### config.mk
export PLATFORM = sky130hd
export DESIGN_NAME = id_ex_pipe_flat
export DESIGN_NICKNAME = d
export VERILOG_FILES = /design/src/rtl/id_ex_pipe_pkg.sv /design/src/rtl/id_ex_if.sv /design/src/rtl/id_ex_pipe_decode.sv /design/src/rtl/id_ex_pipe.sv /design/src/flat_wrapper.sv
export SDC_FILE = /design/constraint.sdc
export NUM_CORES = 1
export LEC_CHECK = 0
export CORE_ASPECT_RATIO = 0.9
export CORE_MARGIN = 5
export CORE_UTILIZATION = 37
export CTS_CLUSTER_SIZE = 40
export DETAILED_ROUTE_END_ITERATION = 16
export PLACE_DENSITY = 0.89
export SYNTH_ARGS = -nofsm -noshare
export SYNTH_HDL_FRONTEND = slang
export SYNTH_SLANG_ARGS = --single-unit
export TNS_END_PERCENT = 30
### constraint.sdc
create_clock -name clk -period 4.2 [get_ports clk]
set_input_delay 1.05 -clock clk [delete_from_list [all_inputs] [get_ports clk]]
set_output_delay 1.05 -clock clk [all_outputs]
set_load 0.05 [all_outputs]
### src/rtl/id_ex_pipe_pkg.sv
// Shared codes and types for the ID->EX pipeline register.
// Holds the exop high-field unit-class codes, ALU select and memory-op encodings,
// and the NOP control payload presented by empty pipeline entries.
package id_ex_pipe_pkg;

  // Unit-class codes carried in the high field of exop. Any other value is a NOP.
  localparam int HI_CODE_W = 3;
  localparam logic [HI_CODE_W-1:0] HI_LOGIC = 3'd1;
  localparam logic [HI_CODE_W-1:0] HI_ARITH = 3'd2;
  localparam logic [HI_CODE_W-1:0] HI_SHIFT = 3'd3;
  localparam logic [HI_CODE_W-1:0] HI_MOVE  = 3'd4;

  localparam int ALU_SEL_W = 3;
  typedef enum logic [ALU_SEL_W-1:0] {
    ALU_NOP   = 3'd0,
    ALU_LOGIC = 3'd1,
    ALU_ARITH = 3'd2,
    ALU_SHIFT = 3'd3,
    ALU_MOVE  = 3'd4
  } alu_sel_e;

  localparam int MEM_OP_W = 2;
  typedef enum logic [MEM_OP_W-1:0] {
    MEM_OP_NOP       = 2'd0,
    MEM_OP_WRITE_REG = 2'd1
  } mem_op_e;

  // Decoded control carried alongside the data in every pipeline entry.
  typedef struct packed {
    alu_sel_e alusel;
    mem_op_e  memop;
    logic     we;
  } ctrl_t;

  localparam ctrl_t NOP_CTRL = '{alusel: ALU_NOP, memop: MEM_OP_NOP, we: 1'b0};

endpackage

### src/rtl/id_ex_if.sv
// ID->EX handshake bundle: flush, ID-side offer (valid/ready + payload) and EX-side
// entry (valid/ready + decoded payload).
// Modports: slave = the pipeline register, master = the surrounding ID/EX/control logic.
interface id_ex_if #(
  parameter int WORD_W     = 32,
  parameter int IMM_W      = 16,
  parameter int REG_ADDR_W = 5,
  parameter int EXOP_HI_W  = 3,
  parameter int EXOP_LO_W  = 5
);
  import id_ex_pipe_pkg::*;

  logic                           flush;

  logic                           id_valid;
  logic                           id_ready;
  logic [EXOP_HI_W+EXOP_LO_W-1:0] id_exop;
  logic [WORD_W-1:0]              id_srcl;
  logic [WORD_W-1:0]              id_srcr;
  logic [IMM_W-1:0]               id_offset;
  logic [REG_ADDR_W-1:0]          id_dest;

  logic                           ex_valid;
  logic                           ex_ready;
  logic [ALU_SEL_W-1:0]           ex_alusel;
  logic [EXOP_LO_W-1:0]           ex_aluop;
  logic [WORD_W-1:0]              ex_srcl;
  logic [WORD_W-1:0]              ex_srcr;
  logic [IMM_W-1:0]               ex_offset;
  logic [MEM_OP_W-1:0]            ex_memop;
  logic [REG_ADDR_W-1:0]          ex_dest;
  logic                           ex_write_enable;

  modport slave (
    input  flush, id_valid, id_exop, id_srcl, id_srcr, id_offset, id_dest, ex_ready,
    output id_ready, ex_valid, ex_alusel, ex_aluop, ex_srcl, ex_srcr, ex_offset,
           ex_memop, ex_dest, ex_write_enable
  );

  modport master (
    output flush, id_valid, id_exop, id_srcl, id_srcr, id_offset, id_dest, ex_ready,
    input  id_ready, ex_valid, ex_alusel, ex_aluop, ex_srcl, ex_srcr, ex_offset,
           ex_memop, ex_dest, ex_write_enable
  );

endinterface

### src/rtl/id_ex_pipe_decode.sv
// id_ex_decode: combinational exop high-field -> {alusel, memop, we}.
// Ports: hi (exop unit-class field), dest (destination register), ctrl (decoded control).
// A write to register 0 is suppressed: we=0 and memop=NOP whatever the unit class.
module id_ex_decode
  import id_ex_pipe_pkg::*;
#(
  parameter int HI_W       = 3,
  parameter int REG_ADDR_W = 5
) (
  input  logic [HI_W-1:0]       hi,
  input  logic [REG_ADDR_W-1:0] dest,
  output ctrl_t                 ctrl
);

  localparam logic [HI_W-1:0] C_LOGIC = HI_W'(HI_LOGIC);
  localparam logic [HI_W-1:0] C_ARITH = HI_W'(HI_ARITH);
  localparam logic [HI_W-1:0] C_SHIFT = HI_W'(HI_SHIFT);
  localparam logic [HI_W-1:0] C_MOVE  = HI_W'(HI_MOVE);

  always_comb begin
    ctrl = NOP_CTRL;
    case (hi)
      C_LOGIC: ctrl = '{alusel: ALU_LOGIC, memop: MEM_OP_WRITE_REG, we: 1'b1};
      C_ARITH: ctrl = '{alusel: ALU_ARITH, memop: MEM_OP_WRITE_REG, we: 1'b1};
      C_SHIFT: ctrl = '{alusel: ALU_SHIFT, memop: MEM_OP_WRITE_REG, we: 1'b1};
      C_MOVE:  ctrl = '{alusel: ALU_MOVE,  memop: MEM_OP_WRITE_REG, we: 1'b1};
      default: ctrl = NOP_CTRL;
    endcase
    if (dest == '0) begin
      ctrl.we    = 1'b0;
      ctrl.memop = MEM_OP_NOP;
    end
  end

endmodule

### src/rtl/id_ex_pipe.sv
// id_ex_pipe: ID->EX pipeline register with valid/ready handshake, stall, flush and
// registered decode of the exop high field. Ports: clk, rst (async, active-high), bus
// (id_ex_if.slave). Optional ID_EX_SKID_EN macro adds a one-entry skid, registered id_ready.
module id_ex_pipe
  import id_ex_pipe_pkg::*;
#(
  parameter int WORD_W     = 32,
  parameter int IMM_W      = 16,
  parameter int REG_ADDR_W = 5,
  parameter int EXOP_HI_W  = 3,
  parameter int EXOP_LO_W  = 5
) (
  input  logic    clk,
  input  logic    rst,
  id_ex_if.slave  bus
);

  typedef struct packed {
    ctrl_t                 ctrl;
    logic [EXOP_LO_W-1:0]  aluop;
    logic [WORD_W-1:0]     srcl;
    logic [WORD_W-1:0]     srcr;
    logic [IMM_W-1:0]      offset;
    logic [REG_ADDR_W-1:0] dest;
  } entry_t;

  localparam entry_t NOP_ENTRY = '{ctrl: NOP_CTRL, aluop: '0, srcl: '0, srcr: '0,
                                   offset: '0, dest: '0};

  ctrl_t  dec_ctrl;
  entry_t in_entry;
  entry_t out_q;
  logic   out_vld;
  logic   id_ready;
  logic   accept;
  logic   drain;

  // Decode happens on the way in so the registered entry already carries its control.
  id_ex_decode #(
    .HI_W       (EXOP_HI_W),
    .REG_ADDR_W (REG_ADDR_W)
  ) u_decode (
    .hi   (bus.id_exop[EXOP_HI_W+EXOP_LO_W-1 -: EXOP_HI_W]),
    .dest (bus.id_dest),
    .ctrl (dec_ctrl)
  );

  assign in_entry = '{ctrl:   dec_ctrl,
                      aluop:  bus.id_exop[EXOP_LO_W-1:0],
                      srcl:   bus.id_srcl,
                      srcr:   bus.id_srcr,
                      offset: bus.id_offset,
                      dest:   bus.id_dest};

  // The output slot can take a new value this edge when empty or being consumed.
  assign drain  = !out_vld || bus.ex_ready;
  assign accept = bus.id_valid && id_ready;

`ifdef ID_EX_SKID_EN
  entry_t skid_q;
  logic   skid_vld;
  logic   rdy_q;

  // rdy_q mirrors !skid_vld for the next cycle; it is low exactly when the skid is full,
  // so an accept never coincides with a skid-to-output move.
  always_ff @(posedge clk or posedge rst) begin
    if (rst) begin
      out_vld  <= 1'b0;
      out_q    <= NOP_ENTRY;
      skid_vld <= 1'b0;
      skid_q   <= NOP_ENTRY;
      rdy_q    <= 1'b0;
    end else if (bus.flush) begin
      out_vld  <= 1'b0;
      out_q    <= NOP_ENTRY;
      skid_vld <= 1'b0;
      skid_q   <= NOP_ENTRY;
      rdy_q    <= 1'b1;
    end else if (drain) begin
      if (skid_vld) begin
        out_vld  <= 1'b1;
        out_q    <= skid_q;
        skid_vld <= 1'b0;
        skid_q   <= NOP_ENTRY;
      end else if (accept) begin
        out_vld <= 1'b1;
        out_q   <= in_entry;
      end else begin
        out_vld <= 1'b0;
        out_q   <= NOP_ENTRY;
      end
      rdy_q <= 1'b1;
    end else begin
      // Output held: a new accept parks in the skid.
      if (accept) begin
        skid_vld <= 1'b1;
        skid_q   <= in_entry;
        rdy_q    <= 1'b0;
      end else begin
        rdy_q <= !skid_vld;
      end
    end
  end

  assign id_ready = rdy_q;
`else
  always_ff @(posedge clk or posedge rst) begin
    if (rst) begin
      out_vld <= 1'b0;
      out_q   <= NOP_ENTRY;
    end else if (bus.flush) begin
      out_vld <= 1'b0;
      out_q   <= NOP_ENTRY;
    end else if (drain) begin
      out_vld <= accept;
      out_q   <= accept ? in_entry : NOP_ENTRY;
    end
  end

  // Gated by rst so ID sees not-ready for the whole reset window.
  assign id_ready = drain && !rst;
`endif

  assign bus.id_ready        = id_ready;
  assign bus.ex_valid        = out_vld;
  assign bus.ex_alusel       = out_q.ctrl.alusel;
  assign bus.ex_memop        = out_q.ctrl.memop;
  assign bus.ex_write_enable = out_q.ctrl.we;
  assign bus.ex_aluop        = out_q.aluop;
  assign bus.ex_srcl         = out_q.srcl;
  assign bus.ex_srcr         = out_q.srcr;
  assign bus.ex_offset       = out_q.offset;
  assign bus.ex_dest         = out_q.dest;

endmodule

### src/flat_wrapper.sv
// flat-port wrapper written by rule: the top's interface ports become plain ports
module id_ex_pipe_flat import id_ex_pipe_pkg::*;
#(
  parameter int WORD_W     = 32,
  parameter int IMM_W      = 16,
  parameter int REG_ADDR_W = 5,
  parameter int EXOP_HI_W  = 3,
  parameter int EXOP_LO_W  = 5
)
  (clk, rst, bus_flush, bus_id_valid, bus_id_exop, bus_id_srcl, bus_id_srcr, bus_id_offset, bus_id_dest, bus_ex_ready, bus_id_ready, bus_ex_valid, bus_ex_alusel, bus_ex_aluop, bus_ex_srcl, bus_ex_srcr, bus_ex_offset, bus_ex_memop, bus_ex_dest, bus_ex_write_enable);
  id_ex_if #(.WORD_W(WORD_W), .IMM_W(IMM_W), .REG_ADDR_W(REG_ADDR_W), .EXOP_HI_W(EXOP_HI_W), .EXOP_LO_W(EXOP_LO_W)) bus_i ();
  input  logic clk;
  input  logic rst;
  input wire logic [$bits(bus_i.flush)-1:0] bus_flush;
  input wire logic [$bits(bus_i.id_valid)-1:0] bus_id_valid;
  input wire logic [$bits(bus_i.id_exop)-1:0] bus_id_exop;
  input wire logic [$bits(bus_i.id_srcl)-1:0] bus_id_srcl;
  input wire logic [$bits(bus_i.id_srcr)-1:0] bus_id_srcr;
  input wire logic [$bits(bus_i.id_offset)-1:0] bus_id_offset;
  input wire logic [$bits(bus_i.id_dest)-1:0] bus_id_dest;
  input wire logic [$bits(bus_i.ex_ready)-1:0] bus_ex_ready;
  output wire logic [$bits(bus_i.id_ready)-1:0] bus_id_ready;
  output wire logic [$bits(bus_i.ex_valid)-1:0] bus_ex_valid;
  output wire logic [$bits(bus_i.ex_alusel)-1:0] bus_ex_alusel;
  output wire logic [$bits(bus_i.ex_aluop)-1:0] bus_ex_aluop;
  output wire logic [$bits(bus_i.ex_srcl)-1:0] bus_ex_srcl;
  output wire logic [$bits(bus_i.ex_srcr)-1:0] bus_ex_srcr;
  output wire logic [$bits(bus_i.ex_offset)-1:0] bus_ex_offset;
  output wire logic [$bits(bus_i.ex_memop)-1:0] bus_ex_memop;
  output wire logic [$bits(bus_i.ex_dest)-1:0] bus_ex_dest;
  output wire logic [$bits(bus_i.ex_write_enable)-1:0] bus_ex_write_enable;
  assign bus_i.flush = bus_flush;
  assign bus_i.id_valid = bus_id_valid;
  assign bus_i.id_exop = bus_id_exop;
  assign bus_i.id_srcl = bus_id_srcl;
  assign bus_i.id_srcr = bus_id_srcr;
  assign bus_i.id_offset = bus_id_offset;
  assign bus_i.id_dest = bus_id_dest;
  assign bus_i.ex_ready = bus_ex_ready;
  assign bus_id_ready = bus_i.id_ready;
  assign bus_ex_valid = bus_i.ex_valid;
  assign bus_ex_alusel = bus_i.ex_alusel;
  assign bus_ex_aluop = bus_i.ex_aluop;
  assign bus_ex_srcl = bus_i.ex_srcl;
  assign bus_ex_srcr = bus_i.ex_srcr;
  assign bus_ex_offset = bus_i.ex_offset;
  assign bus_ex_memop = bus_i.ex_memop;
  assign bus_ex_dest = bus_i.ex_dest;
  assign bus_ex_write_enable = bus_i.ex_write_enable;
  id_ex_pipe #(.WORD_W(WORD_W), .IMM_W(IMM_W), .REG_ADDR_W(REG_ADDR_W), .EXOP_HI_W(EXOP_HI_W), .EXOP_LO_W(EXOP_LO_W)) u_core (.clk(clk), .rst(rst), .bus(bus_i));
endmodule
Word-level counts from Yosys, hierarchy flattened
Index checks and enable logic that the tools add are counted.
- bits of input ports: 98
- word-level logic and storage cells: 27
- output and inout port bits: 98
- register bits: 97
- muxes and demuxes: 7
- reductions and logical operators: 7
- eq/ne operators: 4
- operators with widths (operator ; count):
    96-bit two-way mux ; 3
    6-bit case mux with 4 select lines ; 1
    3-bit by 2-bit equality test with 1-bit output (second input constant) ; 2
    5-bit logical NOT ; 1
    3-bit by 1-bit equality test with 1-bit output (second input constant) ; 1
    3-bit equality test (second input constant) ; 1
    3-bit two-way mux ; 1
    1-bit logical AND ; 2
    1-bit logical NOT ; 2
    1-bit two-way mux ; 2
    2-bit nonzero test ; 1
    1-bit logical OR ; 1

Logic depth before layout (Yosys ltp)
- depth after elaboration: 7
- gate-level depth with buffers: 6

Cells and area by module
A second synthesis with hierarchy kept.
- cell total of the unflattened synthesis: 474
- area, all modules: 5477.8 um^2
- by module, submodules not included (module ; seq. area each (um^2) ; area each (um^2) ; times used ; cells each):
    id_ex_pipe ; 2427.3 ; 5412.7 ; 1 ; 465
    id_ex_decode ; 0.0 ; 65.1 ; 1 ; 9

Worst setup path after synthesis
OpenSTA, ideal clock, no wires.
- path kind: in2out
- from: input port bus_ex_ready
- to: output port bus_id_ready
- setup slack: 1408 ps
- path buffers: 0
- data arrival time: 1742 ps
- stages on the path: 2
- cells stage by stage: nor2b_2 -> nor2_1
- longest elaborated chain between the ends: 2
- ends and longest elaborated chain (what ; RTL line ; RTL):
    from (decl) ; flat_wrapper.sv:21 ; input wire logic [$bits(bus_i.ex_ready)-1:0] bus_ex_ready;
    1-bit logical OR ; id_ex_pipe.sv:56 ; assign drain = !out_vld || bus.ex_ready;
    1-bit logical AND ; id_ex_pipe.sv:121 ; assign id_ready = drain && !rst;
    to (decl) ; flat_wrapper.sv:22 ; output wire logic [$bits(bus_i.id_ready)-1:0] bus_id_ready;
No other way between the ends.

Worst setup path in the final report
- from: input port rst
- to: output port bus_id_ready
- longest elaborated chain between the ends: 2
- ends and longest elaborated chain (what ; RTL line ; RTL):
    from (decl) ; flat_wrapper.sv:13 ; input logic rst;
    1-bit logical NOT (no line) ; - ;
    1-bit logical AND ; id_ex_pipe.sv:121 ;
No other way between the ends.

==> results.md <==
- XOR/XNOR share of the synthesized area: 0.2545%
- Share of total power in sequential cells: 52.5%
- Detailed-routing wirelength on met1: 4156 µm
- Master of the slowest instance on the critical path: sky130_fd_sc_hd__clkdlybuf4s50_1
- Antenna violations before repair: 0
- Core footprint: 9084 µm²
- Setup total negative slack: 0 ns
- Number of buffers added for setup after CTS: 0
- Fmax: 278.5 MHz
- Relative area change from synthesis to final layout: 63.16%
- Initial cell density of the core: 37.88%
- Portion of the clock cycle consumed by the worst path in the final layout: 85.49%
- Compound-cell area share of the yosys netlist: 24.07%
- Required time at the endpoint of the critical path: 3.15 ns
- Run status: completed
- Comb pwr share: 17.2%
- Synthesized area per cell: 15.29 µm²
- Hold Vio Cnt, Final: 0
- Share of synthesized area occupied by flip-flops and latches: 69.09%
- Share of total power in the clock network: 30.3%
- Number of cells on the critical path: 3
- Latest clock arrival within the worst-skew pair: 0.34 ns
- Kind of cell with the highest combined delay on the critical path: buffers and inverters
- Synthesized flop and latch total: 95
- Met3 routed WL: 512 µm
- Chip width: 111.7 µm
- Longest individual stage delay on the worst path: 0.81 ns
- Clk sink count: 95
- Post-synthesis adder-cell area fraction: 0%
- Root buffer cell: sky130_fd_sc_hd__clkbuf_8
- Power density relative to cell area: 323.8 nW/µm²
- Switching share of power: 28.09%
- Sum of met2 wire segment lengths after detailed routing: 5099 µm
- Detailed-route wire length: 9841 µm
- Io pins: 196
- Buffers and inverters on the worst path: 2
- Total internal power: 1.307 mW
- Fraction of final layout cells with drive strength greater than 1: 5.314%
- Mapped cell area: 3441 µm²
- Switching pwr: 0.5107 mW
- Worst r2r path cells: 4
- Average routed wire per standard cell: 18.36 µm
- Net Count, Synth: 323
- Worst Clk Skew: 0.01288 ns
- Worst Hold Class: flip-flop to flip-flop
- Worst VDD drop: 186.0 µV
- Final Max Slew Viols: 0
- Max_cap viols: 0
- Clock tree from TritonCTS: built
- Post-synth cell types: 15
- Global-route wire length before repair: 15610 µm
- Mux share of post-synthesis cell area: 0%
- Deepest clock path buffer count: 2
- Starting DRT DRC Count: 156
- Total overflow reported by the global router: 0
- CTS buffer count: 9
- H-tree levels: 3
- Normalized max-slew margin: 23.24%
- Warning count from the yosys run: 0
- Cell repeated most along the worst path: sky130_fd_sc_hd__clkdlybuf4s50_1
- DR pass1 iterations: 4
- Die area: 11330 µm²
- Final critical path time including I/O delays and setup: 3.591 ns
- Setup repair after global routing missed its margin: false
- Post-route antenna net violation count: 0
- Critical path cell sequence: clkdlybuf4s50_1 -> nor2_1 -> clkdlybuf4s50_1
- Global-route total usage across every layer: 17.11%
- Die extent in y: 101.5 µm
- Final net count: 507
- Largest net degree at the start of global routing: 96
- Routed vias: 2689
- Post-detail-place hpwl: 7027 µm
- Hold-fix buffers at CTS: 0
- Cell Rows: 33
- Worst hold path depth: 1
- Setup violators final: 0
- Crit start category: input pin
- Number of I/O port buffers: 194
- Count of cells resized by post-cts repair: 0
- Worst Setup Path Type: input pin to output port
- Critical path fanouts, max: 3
- N_diodes: 0
- Vias in the first global route: 2943
- GPL Wtd Cong: 0.7510
- P_leak: 2.472 nW
- Simple-Gate Fraction of Synth Area: 1.891%
- Drt drc: 0
- Synthesized instance count: 225
- Highest routing layer actually used: met4
- Capturing element type of the critical path: output port
- Clk slew on worst S/H paths: 0.08 ns
- Combinational family with the most area after synthesis: compound AO/OA/AOI/OAI gates
- Post-detailed-route via-to-cell ratio: 5.017
- CP Data Arrival Time: 2.54 ns
- Slew @ Worst Pin: 1.151 ns
- Total Power: 1.818 mW
-- layout make-up --
cell class                      instances  area, µm²
Fill cell                             696       3470
Sequential cell                        95       2377
Timing Repair Buffer                  196       1982
Multi-Input combinational cell        105      913.4
Tap cell                              122      152.6
Clock buffer                           10      127.6
Clock inverter                          6      51.30
Inverter                                2      10.01
-- cells by family after synthesis --
group | after synthesis
AOI/OAI and AO/OA | 94
other | 1
xor gates and xnor gates | 1
DFF | 95
buffers and inverters | 25
and+or+nand+nor | 9
-- layout by cell type (no fill, tap or decap), types with 2 or more instances in the layout --
cell type and instances:
sky130_fd_sc_hd__dfrtp_1 95, sky130_fd_sc_hd__buf_12 2, sky130_fd_sc_hd__clkbuf_8 9, sky130_fd_sc_hd__clkinvlp_4 3, sky130_fd_sc_hd__a32o_1 4, sky130_fd_sc_hd__nor2_1 3, sky130_fd_sc_hd__a22o_1 90, sky130_fd_sc_hd__inv_6 2
sky130_fd_sc_hd__clkdlybuf4s50_1 194
-- metrics by stage --
stage | cells | instance area (µm²) | hold slack [ns] | setup slack (ns) | util [%]
2_1_floorplan | 225 | 3441 | 0.8187 | 0.6730 | -
3_3_place_gp | 520 | 5435 | 0.4805 | 0.6385 | 59.83
3_5_place_dp | 520 | 5435 | 0.4877 | 0.5980 | 59.83
4_1_cts | 536 | 5614 | 0.5138 | 0.6008 | 61.80
5_1_grt | 536 | 5614 | 0.5293 | 0.5768 | 61.80
6_report | 536 | 5614 | 0.5077 | 0.6093 | 61.80
-- power by group through the flow --
stage | sequential [mW] | clock, mW | combinational (mW)
6_report | 0.954 | 0.551 | 0.313
3_3_place_gp | 0.971 | 0 | 0.310
5_1_grt | 0.958 | 0.614 | 0.330
3_5_place_dp | 0.972 | 0 | 0.316
2_1_floorplan | 1.06 | 0 | 0.0638
4_1_cts | 0.954 | 0.574 | 0.317
-- layer usage --
layer	vias up	GRT usage [%]
met5	-	0
met3	7	4.361
met1	1348	21.84
li1	1225	-
met2	109	29.40
met4	0	4.490
-- state kept, by name (all words and copies together) (netlist names) --
name                  flops
u_core.bus.ex_offset     16
u_core.bus.ex_srcl       32
u_core.bus.ex_memop       1
u_core.bus.ex_alusel      3
u_core.bus.ex_aluop       5
u_core.bus.ex_srcr       32
u_core.bus.ex_valid       1
u_core.bus.ex_dest        5
-- Yosys cell counts (all sizes together) --
| master | n | area, µm² |
|---|---|---|
| dfrtp | 95 | 2377 |
| a22o | 90 | 788.3 |
| buf | 23 | 150.1 |
| a32o | 4 | 40.04 |
| nor2 | 3 | 11.26 |
| inv | 2 | 7.510 |
| nor2b | 2 | 15.02 |
| conb | 1 | 3.750 |
| nand2 | 1 | 3.750 |
| nor3 | 1 | 5.000 |
| nor4b | 1 | 23.77 |
| or2 | 1 | 6.260 |
| xnor2 | 1 | 8.760 |
-- path summary, 6_finish.rpt --
path	start	endpoint	slack, ns
min reg2reg	u_core.bus.ex_alusel[1]	u_core.bus.ex_alusel[1]	0.51
max	rst	bus_id_ready	0.61
max reg2reg	u_core.bus.ex_valid	u_core.bus.ex_srcl[31]	2.19
max in group asynchronous	rst	u_core.bus.ex_srcl[8]	1.96
min	u_core.bus.ex_alusel[1]	u_core.bus.ex_alusel[1]	0.51
min in group asynchronous	rst	u_core.bus.ex_aluop[4]	1.47
Power figures use the tool's default switching activity.
